===== config.mk =====
export PLATFORM = sky130hd
export DESIGN_NAME = seven_seg_scan
export DESIGN_NICKNAME = d
export VERILOG_FILES = /design/src/rtl/seven_seg_pkg.sv /design/src/rtl/hex7_decode.sv /design/src/rtl/seven_seg_scan.sv
export SDC_FILE = /design/constraint.sdc
export NUM_CORES = 1
export LEC_CHECK = 0
export CORE_MARGIN = 5
export CORE_UTILIZATION = 35
export CTS_CLUSTER_DIAMETER = 50
export DETAILED_ROUTE_END_ITERATION = 7
export GPL_TIMING_DRIVEN = 0
export MAX_ROUTING_LAYER = met4
export PLACE_DENSITY_LB_ADDON = 0.12
export SETUP_SLACK_MARGIN = 0.2
export SYNTH_ARGS = -nofsm -noshare
export SYNTH_HDL_FRONTEND = slang
export SYNTH_SLANG_ARGS = --single-unit

===== constraint.sdc =====
create_clock -name clk -period 2.7 [get_ports clk]
set_input_delay 0.675 -clock clk [delete_from_list [all_inputs] [get_ports clk]]
set_output_delay 0.675 -clock clk [all_outputs]
set_load 0.05 [all_outputs]

===== src/rtl/seven_seg_pkg.sv =====
// Shared constants for the multiplexed seven-segment driver: blank pattern,
// segment bit positions and the active-low hex glyph table.
package seven_seg_pkg;

   localparam logic [6:0] SEG_BLANK = 7'h7F;

   // Bit positions of segments a..g within the 7-bit pattern.
   localparam int unsigned SEG_A = 0;
   localparam int unsigned SEG_B = 1;
   localparam int unsigned SEG_C = 2;
   localparam int unsigned SEG_D = 3;
   localparam int unsigned SEG_E = 4;
   localparam int unsigned SEG_F = 5;
   localparam int unsigned SEG_G = 6;

   // Active-low glyphs for hex digits 0..F.
   localparam logic [6:0] SEG_LUT [16] = '{
      7'h40, 7'h79, 7'h24, 7'h30, 7'h19, 7'h12, 7'h02, 7'h78,
      7'h00, 7'h10, 7'h08, 7'h03, 7'h46, 7'h21, 7'h06, 7'h0E
   };

endpackage


===== src/rtl/hex7_decode.sv =====
// Combinational hex nibble to active-low seven-segment pattern.
module hex7_decode
   import seven_seg_pkg::*;
(
   input  logic [3:0] nibble,
   output logic [6:0] pattern
);

   // Table lookup of the glyph for the nibble.
   always_comb begin
      pattern = SEG_LUT[nibble];
   end

endmodule


===== src/rtl/seven_seg_scan.sv =====
// Time-multiplexed N-digit common-anode display driver with a double-buffered
// value, per-digit enable/blink/dp, leading-zero suppression and an
// anti-ghosting guard cycle at the end of every digit slot.
module seven_seg_scan
   import seven_seg_pkg::*;
#(
   parameter int unsigned NUM_DIGITS   = 4,
   parameter int unsigned REFRESH_DIV  = 50000,
   parameter int unsigned BLINK_FRAMES = 64
) (
   input  logic                    clk,
   input  logic                    reset,
   input  logic [4*NUM_DIGITS-1:0] value,
   input  logic                    load,
   input  logic [NUM_DIGITS-1:0]   digit_en,
   input  logic [NUM_DIGITS-1:0]   dp,
   input  logic [NUM_DIGITS-1:0]   blink,
   input  logic                    lz_en,
   output logic [6:0]              seg,
   output logic                    dp_n,
   output logic [NUM_DIGITS-1:0]   an,
   output logic                    frame_done
);

   localparam int unsigned CNT_W = $clog2(REFRESH_DIV);
   localparam int unsigned IDX_W = $clog2(NUM_DIGITS);
   localparam int unsigned FRM_W = (BLINK_FRAMES > 1) ? $clog2(BLINK_FRAMES) : 1;

   localparam logic [CNT_W-1:0] CNT_LAST = CNT_W'(REFRESH_DIV - 1);
   localparam logic [IDX_W-1:0] IDX_LAST = IDX_W'(NUM_DIGITS - 1);
   localparam logic [FRM_W-1:0] FRM_LAST = FRM_W'(BLINK_FRAMES - 1);

   logic [CNT_W-1:0]        cnt;
   logic [IDX_W-1:0]        idx;
   logic [4*NUM_DIGITS-1:0] pending;
   logic                    pend_flag;
   logic [4*NUM_DIGITS-1:0] shadow;
   logic [FRM_W-1:0]        frame_cnt;
   logic                    blink_phase;

   logic                    slot_end;
   logic                    frame_wrap;
   logic [NUM_DIGITS-1:0]   lz_dark;
   logic [3:0]              sel_nib;
   logic                    sel_dark;
   logic                    sel_dp;
   logic [6:0]              sel_pat;

   assign slot_end   = (cnt == CNT_LAST);
   assign frame_wrap = slot_end && (idx == IDX_LAST);

   // Leading-zero mask: walk from the most significant digit down, a digit is
   // suppressed while it and everything above it is zero (digit 0 exempt).
   always_comb begin
      logic zero_run;
      lz_dark  = '0;
      zero_run = 1'b1;
      for (int unsigned k = 0; k < NUM_DIGITS; k++) begin
         zero_run = zero_run && (shadow[4*(NUM_DIGITS-1-k) +: 4] == 4'h0);
         lz_dark[NUM_DIGITS-1-k] = lz_en && zero_run && (k != NUM_DIGITS - 1);
      end
   end

   // Select nibble, darkness and decimal point of the digit currently scanned.
   always_comb begin
      sel_nib  = '0;
      sel_dark = 1'b1;
      sel_dp   = 1'b0;
      for (int unsigned i = 0; i < NUM_DIGITS; i++) begin
         if (IDX_W'(i) == idx) begin
            sel_nib  = shadow[4*i +: 4];
            sel_dark = !digit_en[i] || (blink[i] && blink_phase) || lz_dark[i];
            sel_dp   = dp[i];
         end
      end
   end

   hex7_decode u_decode (
      .nibble  (sel_nib),
      .pattern (sel_pat)
   );

   // Prescaler, digit index, frame/blink counter and double buffer.
   always_ff @(posedge clk) begin
      if (reset) begin
         cnt         <= '0;
         idx         <= '0;
         pending     <= '0;
         pend_flag   <= 1'b0;
         shadow      <= '0;
         frame_cnt   <= '0;
         blink_phase <= 1'b0;
      end else begin
         cnt <= slot_end ? '0 : cnt + 1'b1;
         if (slot_end) begin
            idx <= (idx == IDX_LAST) ? '0 : idx + 1'b1;
         end
         // A load landing on the wrap edge bypasses the pending buffer so it
         // is shown in the very next frame instead of waiting a whole frame.
         if (frame_wrap) begin
            if (load) begin
               shadow <= value;
            end else if (pend_flag) begin
               shadow <= pending;
            end
            pend_flag <= 1'b0;
            if (frame_cnt == FRM_LAST) begin
               frame_cnt   <= '0;
               blink_phase <= !blink_phase;
            end else begin
               frame_cnt <= frame_cnt + 1'b1;
            end
         end else if (load) begin
            pending   <= value;
            pend_flag <= 1'b1;
         end
      end
   end

   // Registered pin outputs, blanked on the guard cycle or a dark digit.
   always_ff @(posedge clk) begin
      if (reset) begin
         an         <= '1;
         seg        <= SEG_BLANK;
         dp_n       <= 1'b1;
         frame_done <= 1'b0;
      end else begin
         frame_done <= frame_wrap;
         if (slot_end || sel_dark) begin
            an   <= '1;
            seg  <= SEG_BLANK;
            dp_n <= 1'b1;
         end else begin
            an   <= ~(NUM_DIGITS'(1) << idx);
            seg  <= sel_pat;
            dp_n <= !sel_dp;
         end
      end
   end

endmodule

# [After elaboration in Yosys (flattened, before gate mapping)]
# Memories as Yosys holds them, arrays and structs flattened. A register that Yosys moved wholly into a read port is not among the register bits.
# Cells that the tools add are included.
[word_totals] input_bits=32 elab_cells=75 rom_bits=112 output_inout_bits=13 memories=1 ff_bits=64
[mem_list] memory="(name not given)" words=16 word_bits=7 read_ports=1 rd_clocked_by_memory_dff=1 write_ports=0 line_no="hex7_decode.sv:11" text="pattern = SEG_LUT[nibble];"
[op_classes] n_bitwise=3 reduce_logical=35 n_eq_ne=6 shift=1 mux=16 n_addsub=3
[ops] cell="$mux W16" count=2
[ops] cell="$add A16 B1 Y16 const B" count=1
[ops] cell="$eq A16 B16 Y1 const B" count=1
[ops] cell="$mux W4" count=4
[ops] cell="$logic_not A4 Y1" count=3
[ops] cell="$logic_and A1 B1 Y1" count=10
[ops] cell="$logic_or A1 B1 Y1" count=8
[ops] cell="$mux W1" count=8
[ops] cell="$add A6 B1 Y6 const B" count=1
[ops] cell="$eq A6 B6 Y1 const B" count=1
[ops] cell="$logic_not A1 Y1" count=6
[ops] cell="$mux W6" count=1
[ops] cell="$reduce_and A2 Y1" count=3
[ops] cell="$reduce_or A2 Y1" count=3
[ops] cell="$not A4 Y5" count=1
[ops] cell="$eq A2 B2 Y1 const A" count=2
[ops] cell="$not A4 Y4" count=1
[ops] cell="$shl A1 B2 Y4 const A" count=1
[ops] cell="$add A2 B1 Y2 const B" count=1
[ops] cell="$eq A1 B2 Y1 const A" count=1
[ops] cell="$eq A2 B2 Y1 const B" count=1
[ops] cell="$logic_not A2 Y1" count=1
[ops] cell="$mux W2" count=1
[ops] cell="$reduce_bool A2 Y1" count=1
[ops] cell="$not A1 Y1" count=1

# [Logic depth before layout (Yosys ltp)]
[logic_depth] ltp_word=10 ltp_mapped=12 ltp_nobuf=11

# [Hierarchy]
# From an unflattened synthesis, not the netlist that was laid out.
[hier_totals] hier_cells=429 area_unflattened_um2=3535.9
[by_module_without_submodules] module="seven_seg_scan" area_each_um2=3279.4 cells_per_inst=393 n_inst=1 seq_area_each_um2=1421.4
[by_module_without_submodules] module="hex7_decode" area_each_um2=256.5 cells_per_inst=36 n_inst=1 seq_area_each_um2=0.0

# [Least setup slack after synthesis]
# OpenSTA, ideal clock, no wires.
[synth_timing] kind="register to register" from="register idx[0]" to="register seg[5]" setup_time_ns=0.119 path_buffers=1 arrival_ns=2.059 required_ns=2.581 path_slack_ns=0.523 stages_incl_launch_ff=11 synth_period_minus_slack_ns=2.177 cell_sequence="dfxtp_1 > ha_1 > clkbuf_1 > inv_1 > o221ai_1 > inv_1 > ha_1 > inv_1 > mux2i_1 > a22oi_1 > nand2_1"
[synth_via] elab_chain_cells=7 elab_cells_between_ends=15 cone_classes="eq/ne: 3; mux: 8; bitwise: 1; reduce/logical: 3"
[synth_lines] element="from (decl)" line_no="seven_seg_scan.sv:34" text="logic [IDX_W-1:0] idx;"
[synth_lines] element="from (signal assigned)" line_no="seven_seg_scan.sv:96" text="idx <= (idx == IDX_LAST) ? '0 : idx + 1'b1;"
[synth_lines] element="$logic_not A2 Y1" line_no="seven_seg_scan.sv:70" text="if (IDX_W'(i) == idx) begin"
[synth_lines] element="$mux W1 (4 in a row)" line_no="seven_seg_scan.sv:70"
[synth_lines] element="$logic_or A1 B1 Y1" line_no="seven_seg_scan.sv:129" text="if (slot_end || sel_dark) begin"
[synth_lines] element="$reduce_or A2 Y1 (no line)"
[synth_lines] element="to (decl)" line_no="seven_seg_scan.sv:19" text="output logic [6:0] seg,"
# Parallel ways exist; a longest one is shown, timed or not.
# A chain may end at the register's enable or synchronous reset.

# [Worst setup path after layout]
[layout_timing] from="input lz_en" to="register seg[1]"
[layout_via] elab_chain_cells=7 elab_cells_between_ends=11 cone_classes="mux: 3; reduce/logical: 8"
[layout_lines] element="from (decl)" line_no="seven_seg_scan.sv:18" text="input logic lz_en,"
[layout_lines] element="$logic_and A1 B1 Y1" line_no="seven_seg_scan.sv:60" text="lz_dark[NUM_DIGITS-1-k] = lz_en && zero_run && (k != NUM_DIGITS - 1);"
[layout_lines] element="$logic_or A1 B1 Y1" line_no="seven_seg_scan.sv:72" text="sel_dark = !digit_en[i] || (blink[i] && blink_phase) || lz_dark[i];"
[layout_lines] element="$mux W1 (2 in a row)" line_no="seven_seg_scan.sv:70"
[layout_lines] element="$mux W1 *" line_no="seven_seg_scan.sv:70"
[layout_lines] element="$logic_or A1 B1 Y1 *" line_no="seven_seg_scan.sv:129"
[layout_lines] element="$reduce_or A2 Y1 (no line) *"
# Mark *: on every way between the ends. The rest lies on a longest branch, timed or not.

==> impl_metrics.env <==
export IMPL_status="complete, no violations"
export IMPL_clock_sinks=71
export IMPL_grt_pass1_vias=2613
export IMPL_synth_cells=382
export IMPL_ys_ff_latch=71
export IMPL_worst_setup_path_end_kind="register"
export IMPL_cp_arrival_ns=2.68
export IMPL_ys_top_cells_by_area="dfxtp_1 (43%), mux2i_1 (6.0%), nor2_1 (5.0%)"
export IMPL_path_cells="clkdlybuf4s50_1, or4b_1, nor3_2, a21oi_1, o311a_1, buf_2, o211ai_1"
export IMPL_final_common_cell="dfxtp_1"
export IMPL_grt_busiest_layer="met2"
export IMPL_synth_xor_xnor_area_share_pct=3.95
export IMPL_clockBufferDepth=2
export IMPL_num_vias=2788
export IMPL_place_hpwl_um=5960
export IMPL_rsz0062_at_grt="no"
export IMPL_synthAdderAreaFrac_pct=4.52
export IMPL_syn_area_per_cell_um2=8.70
export IMPL_clk_pin_slew_ns=0.07
export IMPL_cts_made_buffers=9
export IMPL_final_setup_worst_slack_ns=0.284
export IMPL_final_antenna_net_count=0
export IMPL_critPathRequiredTime_ns=2.96
export IMPL_path_buf_inv=2
export IMPL_crit_family="simple AND/OR/NAND/NOR gates"
export IMPL_finalCritPeriodShare_pct=89.5
export IMPL_grt_max_degree=13
export IMPL_first_pass_iters=4
export IMPL_crit_fanout=10
export IMPL_tightestPinTransition_ns=0.736
export IMPL_core_um2=9240
export IMPL_antenna_found_initial=0
export IMPL_yosys_cell_types_count=48
export IMPL_cp_slowest_cell="or4b_1"
export IMPL_synth_top_area_share_pct=42.8
export IMPL_use_met3_pct=2.64
export IMPL_rows=35
export IMPL_stdcell_count=573
export IMPL_synth_top_family_by_area="simple AND/OR/NAND/NOR gates"
export IMPL_synth_edf_count=0
export IMPL_die_area_um2=11500
export IMPL_initial_utilization_pct=36.0
export IMPL_multi_input_area_um2=1780
export IMPL_fin_nets=483
export IMPL_synth_area_um2=3320
export IMPL_nFillCells=956
export IMPL_vdd_drop_max_v=0.000256
export IMPL_hold_slack_ns=0.456
export IMPL_ys_seq_area_share_pct=42.8
export IMPL_wire_per_inst_um=14.0
export IMPL_fp_dieH_um=107
export IMPL_io_buffers=43
export IMPL_synthArstFlopShare_pct=0
export IMPL_synthesis_nets=426
export IMPL_max_cap_viol_count=0
export IMPL_worstHoldStart="pending[1]"
export IMPL_place_gp_congestion=0.804
export IMPL_pre_cts_slack_ns=-0.0718
export IMPL_critPathKind="in -> reg"
export IMPL_drv_slew=0
export IMPL_area_growth_synth_to_final_pct=26.1
export IMPL_synth_top_flop_cell="dfxtp_1"
export IMPL_grt_use_met1_pct=20.1
export IMPL_drive_above_1_share_pct=9.68
export IMPL_seq_area_um2=1420
export IMPL_grt_pass1_wl_um=13000
export IMPL_p_leak_nw=1.58
export IMPL_drt_total_wl_um=8020
export IMPL_fin_crit_ns=2.42
export IMPL_htreeDepth=3
export IMPL_synthSimpleGateAreaFrac_pct=23.6
export IMPL_antenna_cells=0
export IMPL_setup_viol=0
export IMPL_ctsHoldBuffers=0
export IMPL_first_iter_violations=104
export IMPL_layout_common_cells="dfxtp_1 (71), nor2_1 (44), clkdlybuf4s50_1 (43), nand2_1 (40), nand3_1 (28)"
export IMPL_ys_warn_count=0
export IMPL_dieWidth_um=107
export IMPL_slowest_delay_ns=0.51
export IMPL_drc=0
export IMPL_io_pins=45
export IMPL_cts_tree="built"
export IMPL_synthMuxAreaShare_pct=6.70
export IMPL_dpl_cell_count=554
export IMPL_overflow=0
export IMPL_grt_met2_usage_pct=21.3
export IMPL_critPathLaunchType="input port"
export IMPL_synth_compound_area_share_pct=13.8
export IMPL_hp_class="reg -> reg"
export IMPL_grt_use_total_pct=14.6
export IMPL_cts_root_buf="clkbuf_8"
export IMPL_insertion_delay_ns=0.34
export IMPL_viasPerCell=4.87
export IMPL_finalHoldViolations=0
export IMPL_startpoint="lz_en"
export IMPL_max_freq_ghz=0.414
export IMPL_powerDensity_nw_per_um2=525
export IMPL_slew_limit_headroom_pct=50.9
export IMPL_r2r_start="idx[1]"
export IMPL_skew_ns=0.0102
export IMPL_yosys_area_top_type="dfxtp_1"
[power breakdown]
part           switching (mW)  total [mW]  internal, mW
Clock                   0.400       0.946         0.546
Combinational          0.0926       0.174        0.0819
Sequential             0.0103        1.08          1.07
Total                   0.503        2.20          1.70
[final cells by class]
cell class,instances,area share (%)
Clock buffer,11,3.37
Multi-Input combinational cell,274,42.3
Buffer,25,2.63
Inverter,12,1.16
Tap cell,129,3.85
Clock inverter,5,1.94
Timing Repair Buffer,46,10.8
Sequential cell,71,33.9
[sequential cells by signal (all words and copies together), names as in the netlist, 2 cells and up]
register   flops
an             4
frame_cnt      6
idx            2
shadow        16
seg            7
cnt           16
pending       16
[timing repair]
| item | CTS | global route |
|---|---|---|
| pin swaps | 0 | 1 |
| buffers inserted | 0 | 3 |
| hold endpoints to repair | 0 | 0 |
| endpoints found under the setup margin | 6 | 6 |
| resized for setup | 2 | 7 |
[worst paths after layout]
path / to / slack, ns / cells past startpoint
max: seg[1] / 0.28 / 7
min: pending[1] / 0.46 / 2
max reg2reg: seg[3] / 0.40 / 11
min reg2reg: pending[1] / 0.46 / 2
[synth_stat cells, types with 5 or more instances]
master / n
nand2_1: 40
nor2_1: 44
or3_1: 5
mux2i_1: 20
a21oi_1: 24
xnor2_1: 7
ha_1: 12
nand3_1: 28
and2_1: 6
nor3_1: 7
a211oi_1: 20
inv_1: 12
buf_2: 8
clkbuf_1: 13
xor2_1: 8
dfxtp_1: 71
[kinds of logic after synthesis]
group / Yosys count
and+or+nand+nor: 157
DFF: 71
AOI/OAI and AO/OA: 68
buffers and inverters: 37
muxes: 22
xor gates and xnor gates: 15
adders and majority gates: 12
[metrics by stage]
step / setup TNS (ns) / cell area [um2] / power, mW / utilization (%)
after detailed placement: -0.414 / 3920 / 1.28 / 42.4
after CTS: 0 / 4150 / 2.23 / 44.9
after global routing: 0 / 4190 / 2.30 / 45.4
final: 0 / 4190 / 2.20 / 45.4
after global placement: -0.334 / 3920 / 1.28 / 42.4
after floorplan: 0 / 3320 / 1.20 / -
[metal layers]
metal  part of all wire, %  vias to the layer above
li1                      -                     1463
met1                    53                     1263
met2                    43                       50
met3                   2.8                       12
met4                   1.9                        0
met5                     0                        -
[tightest hold or removal path, delay by kind of cell, from the launching register on]
family	cells	cell delay, ns
AO/OA/AOI/OAI	1	0.05
flip-flops	1	0.31
AND/OR/NAND/NOR	1	0.05
No activity file was read; power rests on OpenSTA's default activity.
==> edit 1: new RTL, config.mk and constraints unchanged <==
The parameter `REFRESH_DIV` goes from 50000 to 200000.
--- a/src/rtl/seven_seg_scan.sv
+++ b/src/rtl/seven_seg_scan.sv
@@ -5,7 +5,7 @@
    import seven_seg_pkg::*;
 #(
    parameter int unsigned NUM_DIGITS   = 4,
-   parameter int unsigned REFRESH_DIV  = 50000,
+   parameter int unsigned REFRESH_DIV  = 200000,
    parameter int unsigned BLINK_FRAMES = 64
 ) (
    input  logic                    clk,
Behaviour: same outputs for any inputs over 10 cycles, from zero or initial values and one cycle with reset high; that may be too few to reach the edited logic, so the function may still have changed.
==> edit 1 against the unedited design <==
Sequential cell count grew 2. Non-clock buffer count shrank 1. Register-to-register slack lost 60 ps. Synthesized area increased by 3.4%. Final area increased by 2.0%. Critical path type is now flip-flop to flip-flop. Core utilization is 1.2 points lower. Fmax up 2.4%. Worst setup slack gained 58 ps. Power down 3.3%. Clock skew fell by 1.2 ps. Wire length grew 6.6%. Global-route usage increased by 1.1 points.
==> edit 1: results (changes against the unedited design) <==
* Result of the run: completed
* Detailed Route Iter0 Violations at 143 (+38%)
* Share of synthesized registers carrying an async set or reset at 0% (unchanged)
* Clock Latency Late Sink at 350 ps
* Hold Path Class: flip-flop to flip-flop
* Worst-path maximum fanout at 10 (unchanged)
* Clock share of power at 39.5% (-3.5 points)
* Max incr delay on CP at 720 ps (+210 ps)
* Ranking of synthesized cells by area: dfxtp_1 (43%), mux2i_1 (5.2%), a21oi_1 (4.8%)
* CTS Buffer Depth at 2 (unchanged)
* CTS root buffer: clkbuf_8
* Post-Place Worst Slack at -401 ps (-329 ps)
* Layout Nets at 498 (+3.1%)
* Peak VDD IR at 0.000185 V (-28%)
* Port bufs at 42 (-2.3%)
* Dpl cell area at 0.00402 mm^2 (+2.7%)
* Logic pwr share at 8.3% (+0.4 points)
* Syn_nets at 442 (+3.8%)
* LEAKAGE at 1.48 nW (-6.6%)
* Initial antenna violation count at 0 (unchanged)
* Final Skew at 8.94 ps (-1.24 ps)
* Final Instance Count excl. Fillers at 592 (+3.3%)
* H-tree levels at 3 (unchanged)
* Cell variety after synth at 45 (-6.3%)
* Syn Area/Cell at 8.64 um^2 (-0.77%)
* CP arrival at 2570 ps (-110 ps)
* Rel. slew slack at 46.3% (-4.6 points)
* Post-synth top cells: dfxtp_1 (73), nor2_1 (43), nand2_1 (42)
* Top FF cell, synth: dfxtp_1
* Inst Count DP at 573 (+3.4%)
* GP Congestion at 0.810 (+0.75%)
* Sequential area share after synthesis at 42.5% (-0.24 points)
* GRT Total Usage at 15.7% (+1.1 points)
* Routed len/inst at 14.4 um (+3.2%)
* Layout cell share with drive strength beyond 1 at 10.9% (+1.2 points)
* Detailed Routing Iterations Pass 1 at 4 (unchanged)
* Leading registers by flop count: cnt: 18 flops, pending: 16 flops, shadow: 16 flops
* Worst-path clk slew at 80 ps
* Largest net degree at the start of global routing at 13 (unchanged)
* NetSw at 0.520 mW (+3.3%)
* Detailed Place HPWL at 6220 um (+4.4%)
* Global-route wire length before repair at 14200 um (+9.1%)
* CP max-delay cell: nor4b_1
* Via count at 2984 (+7.0%)
* Top delay family on crit path: simple AND/OR/NAND/NOR gates
* P_int at 1.61 mW (-5.3%)
* Vias in the first global route at 2916 (+12%)
==> edit 1: cell types whose count changed in the layout (fill, tap and decap cells not counted), sizes merged, moves of 3 or more <==
| cell | delta |
|---|---|
| a21oi | +9 |
| nor4 | +6 |
| and2 | -5 |
| nor3 | -5 |
| o21ai | +4 |
| xor2 | +4 |
| nand3b | +3 |
| or2 | +3 |
==> edit 1: final timing paths <==
kind,depth (start not counted),slack [ps],from,end
setup / recovery,7,340,cnt[15],pending[4]
hold / removal,2,460,pending[12],pending[12]
setup reg to reg,7,340,cnt[15],pending[4]
hold reg to reg,2,460,pending[12],pending[12]
==> edit 1: logic make-up after synthesis <==
kind of cell               after synthesis  synth area share (%)
adders and majority gates               12                  4.37
muxes                                   21                  6.22
and+or+nand+nor                        160                  23.9
buffers and inverters                   38                  4.37
AOI/OAI and AO/OA                       77                  14.3
DFF                                     73                  42.5
xor gates and xnor gates                17                  4.33
==> edit 1: final cells by class <==
cell class              count  area, um^2
repair buffers             45         443
inverters                  13        48.8
multi-input cells         287        1850
clock inverters             5        56.3
plain buffers              25         114
fillers                   976        5410
well taps                 133         166
clock buffers              11         131
flip-flops and latches     73        1460
==> edit 1: repair_timing <==
item | 4_1_cts | 5_1_grt
setup buffers | 1 | 2
endpoints found under the setup margin | 7 | 14
gates resized for setup | 7 | 14
pin swaps | 0 | 1
==> edit 1: tightest hold or removal path, stage by stage (launching register included) <==
cell and delay [ps]:
dfxtp_1 310, nand2_1 50, a21oi_1 50
==> edit 1: layer usage <==
| layer | global-route usage (%) | wire length [um] |
|---|---|---|
| met4 | 6.85 | 154 |
| met5 | - | 0 |
| met2 | 23.8 | 3780 |
| met3 | 2.96 | 368 |
| met1 | 20.4 | 4250 |
==> edit 2: new RTL, same flow settings <==
Without the edit above. Register the inputs `value`, `load`, `digit_en`, `dp`, `blink` and `lz_en` before use, without a reset. The logic sees them one clock later.
--- a/src/rtl/seven_seg_scan.sv
+++ b/src/rtl/seven_seg_scan.sv
@@ -30,6 +30,22 @@
    localparam logic [IDX_W-1:0] IDX_LAST = IDX_W'(NUM_DIGITS - 1);
    localparam logic [FRM_W-1:0] FRM_LAST = FRM_W'(BLINK_FRAMES - 1);
 
+   logic [4*NUM_DIGITS-1:0] value_q;
+   logic load_q;
+   logic [NUM_DIGITS-1:0] digit_en_q;
+   logic [NUM_DIGITS-1:0] dp_q;
+   logic [NUM_DIGITS-1:0] blink_q;
+   logic lz_en_q;
+
+   always_ff @(posedge clk) begin
+      value_q    <= value;
+      load_q     <= load;
+      digit_en_q <= digit_en;
+      dp_q       <= dp;
+      blink_q    <= blink;
+      lz_en_q    <= lz_en;
+   end
+
    logic [CNT_W-1:0]        cnt;
    logic [IDX_W-1:0]        idx;
    logic [4*NUM_DIGITS-1:0] pending;
@@ -57,7 +73,7 @@
       zero_run = 1'b1;
       for (int unsigned k = 0; k < NUM_DIGITS; k++) begin
          zero_run = zero_run && (shadow[4*(NUM_DIGITS-1-k) +: 4] == 4'h0);
-         lz_dark[NUM_DIGITS-1-k] = lz_en && zero_run && (k != NUM_DIGITS - 1);
+         lz_dark[NUM_DIGITS-1-k] = lz_en_q && zero_run && (k != NUM_DIGITS - 1);
       end
    end
 
@@ -69,8 +85,8 @@
       for (int unsigned i = 0; i < NUM_DIGITS; i++) begin
          if (IDX_W'(i) == idx) begin
             sel_nib  = shadow[4*i +: 4];
-            sel_dark = !digit_en[i] || (blink[i] && blink_phase) || lz_dark[i];
-            sel_dp   = dp[i];
+            sel_dark = !digit_en_q[i] || (blink_q[i] && blink_phase) || lz_dark[i];
+            sel_dp   = dp_q[i];
          end
       end
    end
@@ -98,8 +114,8 @@
          // A load landing on the wrap edge bypasses the pending buffer so it
          // is shown in the very next frame instead of waiting a whole frame.
          if (frame_wrap) begin
-            if (load) begin
-               shadow <= value;
+            if (load_q) begin
+               shadow <= value_q;
             end else if (pend_flag) begin
                shadow <= pending;
             end
@@ -110,8 +126,8 @@
             end else begin
                frame_cnt <= frame_cnt + 1'b1;
             end
-         end else if (load) begin
-            pending   <= value;
+         end else if (load_q) begin
+            pending   <= value_q;
             pend_flag <= 1'b1;
          end
       end
Behaviour: not the same (Yosys sat finds a counterexample within 4 cycles, from zero or initial values and one cycle with reset high).
==> edit 2 against the unedited design <==
Sequential cell count grew 30. Wire length grew 10%. Worst setup slack gained 69 ps. Final area grew 20%. Synthesized cell count grew 6.8%. Synthesized area grew 23%. Power grew 36%. Critical path type is now flip-flop to flip-flop. Largest power group unchanged.
==> edit 2: results (changes against the unedited design) <==
* GRT Total Usage at 13.3% (-1.3 points)
* Syn Area/Cell at 10.0 um^2 (+15%)
* Hold WS at 443 ps (-13.0 ps)
* Layout cell share with drive strength beyond 1 at 14.6% (+5.0 points)
* Max Used Layer: met4
* Initial antenna violation count at 0 (unchanged)
* Rel. slew slack at 51.2% (+0.33 points)
* Detailed Route WL at 8840 um (+10%)
* Met3 WL at 267 um (+18%)
* Inst Count DP at 594 (+7.2%)
* Post-synth top cells: dfxtp_1 (101), nor2_1 (45), nand2_1 (38)
* Cell variety after synth at 59 (+23%)
* Largest net degree at the start of global routing at 17 (+4)
* Via count at 3049 (+9.4%)
* Layout Nets at 511 (+5.8%)
* Detailed Routing Iterations Pass 1 at 4 (unchanged)
* Hold Path Class: flip-flop to flip-flop
* Fillers at 1129 (+18%)
* Post-DRT Antenna Nets at 0 (unchanged)
* Clock Latency Late Sink at 340 ps (about the same)
* CP max-delay cell: dfxtp_2
* R2R Setup Slk at 350 ps (-50 ps)
* Detailed Place HPWL at 6600 um (+11%)
* Port bufs at 43 (unchanged)
* WL met2 at 4420 um (+29%)
* NetSw at 0.662 mW (+31%)
* Total CTS buffers at 9 (unchanged)
* Result of the run: completed
* Final Skew at 6.01 ps (-4.17 ps)
* Vias in the first global route at 3071 (+18%)
* Sequential area share after synthesis at 49.4% (+6.6 points)
* H-tree levels at 3 (unchanged)
* YS warnings at 0 (unchanged)
* Top delay family on crit path: compound AO/OA/AOI/OAI gates
* Post-Place Worst Slack at -35.5 ps (+36.3 ps)
* LEAKAGE at 1.88 nW (+19%)
* Peak VDD IR at 0.000348 V (+36%)
* Final period util at 86.9% (-2.6 points)
* Dpl cell area at 0.00470 mm^2 (+20%)
* Most common cell in the netlist: dfxtp_1
* Final Instance Count excl. Fillers at 614 (+7.2%)
* CP arrival at 2580 ps (-100 ps)
* Ranking of synthesized cells by area: dfxtp_1 (49%), mux2i_1 (4.4%), a211oi_2 (4.3%)
* CTS root buffer: clkbuf_16
* M1 wire length at 4040 um (-4.1%)
* Worst-path maximum fanout at 5 (-5)
* Top FF cell, synth: dfxtp_1
* CTS Buffer Depth at 2 (unchanged)
* # diodes at 0 (unchanged)
* Worst-path clk slew at 70 ps (about the same)
* Detailed Route Iter0 Violations at 152 (+46%)
* GP Congestion at 0.834 (+3.7%)
* Max incr delay on CP at 370 ps (-140 ps)
* Syn_nets at 452 (+6.1%)
* Global-route wire length before repair at 14900 um (+15%)
* Share of synthesized registers carrying an async set or reset at 0% (unchanged)
==> edit 2: cell count changes after synthesis, sizes merged, moves of 3 or more <==
cell,delta
or3,-3
a211oi,-3
a311o,+3
dfxtp,+30
clkbuf,-8
buf,+7
xor2,+3
and2,-4
nand4,+4
==> edit 2: final timing paths <==
check | startpoint | endpoint | cells past startpoint
setup / recovery | idx[0] | seg[0] | 10
hold / removal | cnt[0] | cnt[0] | 1
setup reg to reg | idx[0] | seg[0] | 10
hold reg to reg | cnt[0] | cnt[0] | 1
==> edit 2: power groups by stage <==
stage	logic (mW)	registers [mW]	clock network [mW]
2_1_floorplan	0.0786	1.61	0
5_1_grt	0.192	1.56	1.37
6_report	0.176	1.56	1.27
4_1_cts	0.179	1.56	1.32
3_5_place_dp	0.179	1.59	0
3_3_place_gp	0.178	1.59	0
==> edit 2: cells by family after synthesis <==
family / share of synthesized area (%)
and+or+nand+nor: 20.8
DFF: 49.4
AOI/OAI and AO/OA: 13.5
buffers and inverters: 4.22
xor gates and xnor gates: 4.07
muxes: 4.40
adders and majority gates: 3.67
==> edit 2: repair_timing <==
| item | 4_1_cts | 5_1_grt |
|---|---|---|
| gates resized for setup | 1 | 4 |
| setup endpoints to repair | 6 | 4 |
| setup buffers | 2 | 3 |
| pin swaps | 1 | 2 |
==> edit 2: area by class of cell <==
class                      instances  area (um^2)  share of cell area [%]
clock inverter                     5         61.3                    1.22
clock buffer                      10          229                    4.54
sequential                       101         2020                    40.1
buffer                            24          135                    2.68
timing repair buffer              48          468                    9.28
multi-input combinational        273         1910                    37.8
inverter                          10         37.5                   0.744
tap                              143          179                    3.55
==> edit 2: metal layers <==
metal	global-route usage, %	vias up
met4	3.87	0
li1	-	1549
met2	22.3	34
met1	15.8	1456
met3	3.20	10
met5	-	-
